`src/rtl/arcade_input_pkg.sv`:
```
// Shared constants for the arcade input front-end: hps_io joystick bit map
// and the coin slot state encoding.
package arcade_input_pkg;

  localparam int JOY_R = 0;
  localparam int JOY_L = 1;
  localparam int JOY_D = 2;
  localparam int JOY_U = 3;

  typedef enum logic [1:0] {
    IDLE  = 2'd0,
    PULSE = 2'd1,
    GAP   = 2'd2
  } coin_state_t;

  function automatic int btn_idx(input int k);
    return 4 + k;
  endfunction

  function automatic int start_idx(input int nb);
    return 4 + nb;
  endfunction

  function automatic int coin_idx(input int nb);
    return 5 + nb;
  endfunction

endpackage

```
`src/rtl/arcade_coin_pulser.sv`:
```
// One coin slot: registered coin edge detect, IDLE/PULSE/GAP frame-timed FSM
// and a saturating 2-bit queue of presses that arrive while a pulse is running.
module arcade_coin_pulser
  import arcade_input_pkg::*;
#(
  parameter int COIN_FRAMES     = 4,
  parameter int COIN_GAP_FRAMES = 4,
  parameter int ACTIVE_LOW      = 1
) (
  input  logic clk_sys,
  input  logic reset,
  input  logic coin,
  input  logic tick,
  output logic pulse,
  output logic busy
);

  localparam logic       INACT      = (ACTIVE_LOW != 0) ? 1'b1 : 1'b0;
  localparam logic [3:0] PULSE_LOAD = 4'(COIN_FRAMES);
  localparam logic [3:0] GAP_LOAD   = 4'(COIN_GAP_FRAMES);

  coin_state_t state_r, state_n_s;
  logic [3:0]  cnt_r, cnt_n_s;
  logic [1:0]  queue_r, queue_n_s;
  logic        coin_r, coin_d_r;
  logic        press_s;

  assign press_s = coin_r & ~coin_d_r;

  // Next-state, frame counter and queue update.
  always_comb begin
    state_n_s = state_r;
    cnt_n_s   = cnt_r;
    queue_n_s = queue_r;
    case (state_r)
      IDLE: begin
        if (press_s) begin
          state_n_s = PULSE;
          cnt_n_s   = PULSE_LOAD;
        end else if (queue_r != 2'd0) begin
          state_n_s = PULSE;
          cnt_n_s   = PULSE_LOAD;
          queue_n_s = queue_r - 2'd1;
        end else begin
          state_n_s = IDLE;
        end
      end
      PULSE, GAP: begin
        if (tick) begin
          if (cnt_r <= 4'd1) begin
            state_n_s = (state_r == PULSE) ? GAP : IDLE;
            cnt_n_s   = (state_r == PULSE) ? GAP_LOAD : 4'd0;
          end else begin
            cnt_n_s = cnt_r - 4'd1;
          end
        end else begin
          cnt_n_s = cnt_r;
        end
        // presses beyond three pending are dropped
        if (press_s && (queue_r != 2'd3)) begin
          queue_n_s = queue_r + 2'd1;
        end else begin
          queue_n_s = queue_r;
        end
      end
      default: begin
        state_n_s = IDLE;
        cnt_n_s   = 4'd0;
        queue_n_s = 2'd0;
      end
    endcase
  end

  // Slot state, edge detect and registered pulse/busy outputs.
  always_ff @(posedge clk_sys) begin
    if (reset) begin
      state_r  <= IDLE;
      cnt_r    <= 4'd0;
      queue_r  <= 2'd0;
      coin_r   <= 1'b0;
      coin_d_r <= 1'b0;
      pulse    <= INACT;
      busy     <= 1'b0;
    end else begin
      state_r  <= state_n_s;
      cnt_r    <= cnt_n_s;
      queue_r  <= queue_n_s;
      coin_r   <= coin;
      coin_d_r <= coin_r;
      pulse    <= (state_r == PULSE) ? ~INACT : INACT;
      busy     <= (state_n_s != IDLE) || (queue_n_s != 2'd0);
    end
  end

endmodule

```
`src/rtl/arcade_input_ctrl.sv`:
```
// Arcade input front-end: maps hps_io joystick words to registered per-player
// direction/button/start lines and frame-timed coin pulses. Optional AUTOFIRE_EN.
module arcade_input_ctrl
  import arcade_input_pkg::*;
#(
  parameter int NUM_PLAYERS     = 2,
  parameter int NUM_BUTTONS     = 4,
  parameter int COIN_FRAMES     = 4,
  parameter int COIN_GAP_FRAMES = 4,
  parameter int ACTIVE_LOW      = 1
`ifdef AUTOFIRE_EN
  ,
  parameter int AUTOFIRE_FRAMES = 2
`endif
) (
  input  logic                               clk_sys,
  input  logic                               reset,
  input  logic                               vblank,
  input  logic                               share,
  input  logic [16*NUM_PLAYERS-1:0]          joystick,
`ifdef AUTOFIRE_EN
  input  logic [NUM_PLAYERS-1:0]             autofire,
`endif
  output logic [4*NUM_PLAYERS-1:0]           dir_out,
  output logic [NUM_BUTTONS*NUM_PLAYERS-1:0] btn_out,
  output logic [NUM_PLAYERS-1:0]             start_out,
  output logic [NUM_PLAYERS-1:0]             coin_out,
  output logic [NUM_PLAYERS-1:0]             busy
);

  localparam int   NP        = NUM_PLAYERS;
  localparam int   NB        = NUM_BUTTONS;
  localparam int   BTN_BASE  = btn_idx(0);
  localparam int   START_BIT = start_idx(NB);
  localparam int   COIN_BIT  = coin_idx(NB);
  localparam logic INACT     = (ACTIVE_LOW != 0) ? 1'b1 : 1'b0;
  localparam logic [NB-1:0] BTN0_MASK = NB'(1);

  logic [15:0]      joy_eff_s [NP];
  logic [15:0]      shared_or_s;
  logic [4*NP-1:0]  dir_n_s;
  logic [NB*NP-1:0] btn_n_s;
  logic [NP-1:0]    start_n_s;
  logic             vblank_r, vblank_d_r;
  logic             tick_s;

  assign tick_s = vblank_r & ~vblank_d_r;

  // OR of every joystick word, used by player 0 in shared mode.
  always_comb begin
    shared_or_s = 16'h0000;
    for (int i = 0; i < NP; i++) begin
      shared_or_s = shared_or_s | joystick[16*i +: 16];
    end
  end

  for (genvar p = 0; p < NP; p++) begin : g_player
    logic [NB-1:0] btn_raw_s;
    logic          btn0_s;
    logic          unused_hi_s;

    if (p == 0) begin : g_share
      assign joy_eff_s[p] = share ? shared_or_s : joystick[16*p +: 16];
    end else begin : g_own
      assign joy_eff_s[p] = joystick[16*p +: 16];
    end

    assign btn_raw_s     = joy_eff_s[p][BTN_BASE +: NB];
    assign dir_n_s[4*p +: 4] = {joy_eff_s[p][JOY_U], joy_eff_s[p][JOY_D],
                                joy_eff_s[p][JOY_L], joy_eff_s[p][JOY_R]};
    assign start_n_s[p]  = joy_eff_s[p][START_BIT];
    assign unused_hi_s   = ^joy_eff_s[p][15:COIN_BIT+1];
    assign btn_n_s[NB*p +: NB] = (btn_raw_s & ~BTN0_MASK) | ({NB{btn0_s}} & BTN0_MASK);

`ifdef AUTOFIRE_EN
    localparam logic [3:0] AF_LOAD = 4'(AUTOFIRE_FRAMES);
    logic       af_held_s, af_held_r;
    logic       af_on_r, af_on_n_s;
    logic [3:0] af_cnt_r, af_cnt_n_s;

    assign af_held_s = autofire[p] & btn_raw_s[0];
    assign btn0_s    = autofire[p] ? af_on_n_s : btn_raw_s[0];

    // Autofire phase: starts active on the press, toggles every AF_LOAD ticks.
    always_comb begin
      af_on_n_s  = 1'b0;
      af_cnt_n_s = AF_LOAD;
      if (!af_held_s) begin
        af_on_n_s  = 1'b0;
        af_cnt_n_s = AF_LOAD;
      end else if (!af_held_r) begin
        af_on_n_s  = 1'b1;
        af_cnt_n_s = AF_LOAD;
      end else if (tick_s) begin
        if (af_cnt_r <= 4'd1) begin
          af_on_n_s  = ~af_on_r;
          af_cnt_n_s = AF_LOAD;
        end else begin
          af_on_n_s  = af_on_r;
          af_cnt_n_s = af_cnt_r - 4'd1;
        end
      end else begin
        af_on_n_s  = af_on_r;
        af_cnt_n_s = af_cnt_r;
      end
    end

    // Autofire state registers.
    always_ff @(posedge clk_sys) begin
      if (reset) begin
        af_held_r <= 1'b0;
        af_on_r   <= 1'b0;
        af_cnt_r  <= 4'd0;
      end else begin
        af_held_r <= af_held_s;
        af_on_r   <= af_on_n_s;
        af_cnt_r  <= af_cnt_n_s;
      end
    end
`else
    assign btn0_s = btn_raw_s[0];
`endif

    arcade_coin_pulser #(
      .COIN_FRAMES    (COIN_FRAMES),
      .COIN_GAP_FRAMES(COIN_GAP_FRAMES),
      .ACTIVE_LOW     (ACTIVE_LOW)
    ) u_coin (
      .clk_sys(clk_sys),
      .reset  (reset),
      .coin   (joy_eff_s[p][COIN_BIT]),
      .tick   (tick_s),
      .pulse  (coin_out[p]),
      .busy   (busy[p])
    );
  end

  // Frame tick edge detect.
  always_ff @(posedge clk_sys) begin
    if (reset) begin
      vblank_r   <= 1'b0;
      vblank_d_r <= 1'b0;
    end else begin
      vblank_r   <= vblank;
      vblank_d_r <= vblank_r;
    end
  end

  // Output stage; polarity is applied here.
  always_ff @(posedge clk_sys) begin
    if (reset) begin
      dir_out   <= {(4*NP){INACT}};
      btn_out   <= {(NB*NP){INACT}};
      start_out <= {NP{INACT}};
    end else begin
      dir_out   <= dir_n_s ^ {(4*NP){INACT}};
      btn_out   <= btn_n_s ^ {(NB*NP){INACT}};
      start_out <= start_n_s ^ {NP{INACT}};
    end
  end

endmodule

```
`config.mk`:
```
export PLATFORM = sky130hd
export DESIGN_NAME = arcade_input_ctrl
export DESIGN_NICKNAME = d
export VERILOG_FILES = /design/src/rtl/arcade_input_pkg.sv /design/src/rtl/arcade_coin_pulser.sv /design/src/rtl/arcade_input_ctrl.sv
export SDC_FILE = /design/constraint.sdc
export NUM_CORES = 1
export LEC_CHECK = 0
export BUFFER_PORTS_ARGS = -buffer_cell sky130_fd_sc_hd__buf_2
export CORE_MARGIN = 5
export CORE_UTILIZATION = 45
export CTS_CLUSTER_SIZE = 40
export DETAILED_ROUTE_END_ITERATION = 8
export PLACE_DENSITY_LB_ADDON = 0.2
export SLEW_MARGIN = 20
export SYNTH_ARGS = -nofsm -noshare
export SYNTH_HDL_FRONTEND = slang
export SYNTH_SLANG_ARGS = --single-unit
```
`constraint.sdc`:
```
create_clock -name clk_sys -period 2.9 [get_ports clk_sys]
set_input_delay 0 -clock clk_sys [delete_from_list [all_inputs] [get_ports clk_sys]]
set_output_delay 0 -clock clk_sys [all_outputs]
set_load 0.005 [all_outputs]
```
# Word level (Yosys, flattened, before mapping)
# Index checks and enable logic that the tools add are counted.
# word_totals
ff_bits,44
out_inout_bits,22
elab_cells,100
# classes
n_addsub,6
order_cmp,2
eq_ne,10
n_mux,35
n_bitwise,12
n_reduce_logical,16
# ops
operator,n
2-to-1 mux 4 bit,8
2-to-1 mux 2 bit,14
NOT 8 bit,2
case mux 2 bit (2 select lines),4
case mux 4 bit (2 select lines),2
nonzero test 2 bit,6
2-to-1 mux 10 bit,1
OR 10 bit,1
"less-or-equal comparator 4 x 1 -> 1 bit, second input constant",2
OR 4 x 1 -> 4 bit,2
"subtractor 4 x 1 -> 4 bit, second input constant",2
2-to-1 mux 3 bit,2
"inequality test 2 bit, second input constant",3
"inequality test 3 x 1 -> 1 bit, second input constant",2
"adder 2 x 1 -> 2 bit, second input constant",2
"equality test 2 x 1 -> 1 bit, second input constant",2
"equality test 2 bit, second input constant",2
logical NOT 2 bit,2
2-to-1 mux 1 bit,4
AND reduction 2 bit,2
OR reduction 2 bit,2
"subtractor 2 x 1 -> 2 bit, second input constant",2
bitwise AND 1 bit,3
NOT 1 bit,3
4 further kinds,6

# Longest topological paths before layout
# depth
ltp_word,7
mapped_depth,8
ltp_nobuf,7

# Hierarchy
# From an unflattened synthesis, not the netlist that was laid out.
# unflattened
cells_unflattened,216
hier_area_um2,2167.1
# by_module_without_submodules
mod,n_inst,cells_per_inst,area_each_um2,seq_area_each_um2
arcade_coin_pulser,2,81,780.7,240.2
arcade_input_ctrl,1,54,605.6,400.4

# Least setup slack after synthesis
# Ideal clock, no wire load.
# synth_path
path_type,register to register
start,reg g_player[1].u_coin.cnt_r[0]
end,reg g_player[1].u_coin.busy
setup_ns,0.127
arrival_ns,1.616
required_time_ns,2.773
setup_slack_ns,1.157
path_stages_with_launch,8
path_cell_list,dfxtp_1 -> inv_1 -> ha_1 -> nor2_1 -> or4_4 -> mux2_4 -> a211oi_2 -> o21bai_1
# synth_between
elab_chain_cells,6
# synth_rtl
element,line,rtl
from (decl),arcade_coin_pulser.sv:23,"logic [3:0] cnt_r, cnt_n_s;"
from (signal assigned),arcade_coin_pulser.sv:86,cnt_r <= cnt_n_s;
less-or-equal comparator 4 x 1 -> 1 bit,arcade_coin_pulser.sv:50,if (cnt_r <= 4'd1) begin
2-to-1 mux 2 bit,arcade_coin_pulser.sv:50,
2-to-1 mux 2 bit,arcade_coin_pulser.sv:49,if (tick) begin
case mux 2 bit (2 select lines),arcade_coin_pulser.sv:35,case (state_r)
nonzero test 2 bit,arcade_coin_pulser.sv:91,busy <= (state_n_s != IDLE) || (queue_n_s != 2'd0);
logical OR 1 bit,arcade_coin_pulser.sv:91,
to (signal assigned),arcade_coin_pulser.sv:91,
to (decl),arcade_coin_pulser.sv:15,output logic busy
# No other way between the ends.
# A chain may end at the register's enable or synchronous reset.

# Worst setup path after layout
# Same ends and word-level chain as after synthesis.

==> impl_metrics.yaml <==
global_route:
  grt_pass1_wl_um: 7040
  grt_start_max_net_pins: 26
  grt_pass1_vias: 1645
  grt_usage_pct: 14.6
  antenna_found_initial: 0
  grt-ovfl-total: 0
detailed_routing:
  wirelength_um: 4210
  drt-initial-drc-count: 56
  vias: 1644
  drc_errors: 0
  post_drt_wl_per_cell_um: 12.9
  via_per_inst: 5.03
  firstDrtPassIters: 4
  ant_nets: 0
timing:
  tightestPinTransition_ns: 0.521
  skew_ns: 0.00351
  max_slew_margin_pct: 65.0
  rsz0062_at_grt: "no"
  fin_crit_ns: 1.86
  hold_violations: 0
  drv_slew: 0
  setup_violations: 0
  fmax_mhz: 536
  setup_tns_ns: 0
  min_period_over_period_pct: 64.3
final_layout:
  layout-drive-gt1-share_pct: 22.2
  stdcell_area_sq_um: 2540
  syn_to_final_growth_pct: 29.5
  layout.cells.most_common: "buf_2"
  n_antenna_cell: 0
  finalNetCount: 327
  fin_cells: 327
  final_cell_mix: "buf_2 (45), dfxtp_1 (44), nand2_1 (26)"
synth:
  async_reset_ff_share_pct: 0
  synth-edff-count: 0
  synth_fp_nets: 263
  synth_top_flop_cell: "dfxtp_1"
  synth_warnings: 0
  synth_cell_types: 41
  synth-seq-area-share_pct: 44.9
  ys_ff_latch: 44
  avgSynthCellArea_sq_um: 9.34
  netlist_area_sq_um: 1960
  synth_cells: 210
floorplan:
  dieArea_sq_um: 5780
  start_util_pct: 45.7
  ios: 58
  rows: 24
  core-area_sq_um: 4290
  die_width_um: 76.0
  die-height_um: 76.0
clock_network:
  cts.path.max_buffers: 2
  cts_resized: 0
  htree_num_levels: 2
  postCtsSetupBuffers: 0
  clkSinkCount: 44
  clk_latency_ns: 0.30
  cts_tree: "built"
  root_buffer: "clkbuf_8"
  cts_buffers: 5
  cts.clk_slew.worst_paths_ns: 0.08
pwr:
  swShare_pct: 24.1
  power_density_nw_per_um2: 509
  p_leak_uw: 0.00117
  combPwrFrac_pct: 12.9
  internal_power_uw: 981
  power.switching_uw: 311
  fin_total_pwr_uw: 1290
  clockPowerShare_pct: 36.8
  ir_drop_v: 0.000328
  seqPwrFrac_pct: 50.3
worst_setup_path:
  cp_max_fo: 5
  cp-end-kind: "register"
  cp.required_ns: 3.08
  start_kind: "register"
  cp.arrival_ns: 2.04
  path_class: "reg -> reg"
hold_path:
  hold_class: "in -> reg"
placement:
  gp_congestion: 0.770
  port_buffers: 45
  post-place-cells: 297
  dpl_cell_area_sq_um: 2200
  dp.final_hpwl_um: 2820
run:
  maxCapViolations: 0
outcome:
  status: "finished, final reports clean"
-- stage by stage --
step	setup slack (ns)	utilization, %	hold WS (ns)
final	1.04	59.1	0.111
after global routing	0.875	59.1	0.122
after CTS	1.02	59.1	0.104
after detailed placement	1.05	51.3	0.179
after global placement	1.04	51.3	0.177
after floorplan	1.16	-	0.0619
-- routing by layer --
metal | up-vias | track usage [%] | part of all wire (%)
li1 | 841 | - | -
met1 | 771 | 15.9 | 43
met2 | 22 | 26.1 | 51
met3 | 10 | 3.31 | 2.9
met4 | 0 | 7.47 | 2.7
met5 | - | 0 | 0
-- worst max-delay path: stages, from the launching register on --
cell and delay (ns):
dfxtp_1 0.35, inv_1 0.07, ha_1 0.17, nor2_1 0.09, or4_4 0.44, mux2_4 0.32
a211oi_2 0.22, o21bai_1 0.08
-- cells in the mapped netlist (2+ instances only) --
cell	n	area, sq um
a211oi_1	2	15.0
a21o_1	9	67.6
a21oi_1	10	50.1
a31oi_1	2	12.5
a32o_1	4	40.0
and2_1	2	12.5
and3_1	3	18.8
buf_4	4	30.0
clkbuf_1	6	22.5
dfxtp_1	44	881
ha_1	17	213
inv_1	15	56.3
mux2_2	3	33.8
mux2i_1	2	20.0
nand2_1	26	97.6
nand2b_1	3	18.8
nand3_1	2	10.0
nor2_1	14	52.6
nor2b_1	9	56.3
nor3_1	6	30.0
o21ai_0	2	10.0
o31ai_1	3	22.5
or4_1	2	15.0
xnor2_1	3	26.3
-- final timing paths --
| check | start | endpoint | slack [ns] | cells past startpoint |
|---|---|---|---|---|
| setup / recovery | g_player[1].u_coin.cnt_r[0]$_SDFFE_PP0P_ | g_player[1].u_coin.busy$_SDFF_PP0_ | 1.04 | 7 |
| hold reg to reg | g_player[0].u_coin.coin_r$_SDFF_PP0_ | g_player[0].u_coin.coin_d_r$_SDFF_PP0_ | 0.48 | 1 |
| setup reg to reg | g_player[1].u_coin.cnt_r[0]$_SDFFE_PP0P_ | g_player[1].u_coin.busy$_SDFF_PP0_ | 1.04 | 7 |
| hold / removal | reset | g_player[0].u_coin.queue_r[0]$_SDFF_PP0_ | 0.11 | 2 |
-- cells by family (layout without fill, tap and decap cells) --
group	after synthesis	count (layout)	synth area share (%)
xor+xnor	3	3	1.34
fa+ha+maj	17	17	10.8
flops	44	44	44.9
compound gates	41	41	15.1
mux	6	6	3.51
buf+inv	26	91	5.74
simple gates	73	73	18.6
-- flip-flops by register name, summed over array words and instances, names as in the netlist --
register / count
g_player.u_coin.busy: 2
vblank_r: 1
g_player.u_coin.pulse: 2
vblank_d_r: 1
g_player.u_coin.cnt_r: 8
g_player.u_coin.coin_d_r: 2
start_out: 2
dir_out: 8
g_player.u_coin.queue_r: 4
g_player.u_coin.state_r: 4
g_player.u_coin.coin_r: 2
btn_out: 8
-- power by group through the flow --
stage	clock, uW	sequential (uW)	combinational, uW
final	476	650	166
after global placement	0	664	142
after CTS	492	651	166
after detailed placement	0	664	143
after global routing	513	655	185
after floorplan	0	664	92.8
-- area by class of cell --
type / instances / area (sq um)
Fill cell: 384 / 1750
Multi-Input combinational cell: 140 / 968
Clock buffer: 5 / 68.8
Sequential cell: 44 / 881
Inverter: 15 / 56.3
Clock inverter: 3 / 47.5
Tap cell: 52 / 65.1
Timing Repair Buffer: 68 / 453
-- what timing repair did --
| action | 4_1_cts | 5_1_grt |
|---|---|---|
| endpoints found under the hold margin | 21 | 0 |
| endpoints found under the setup margin | 0 | 0 |
| hold buffers | 22 | 0 |
Power figures use the tool's default switching activity.
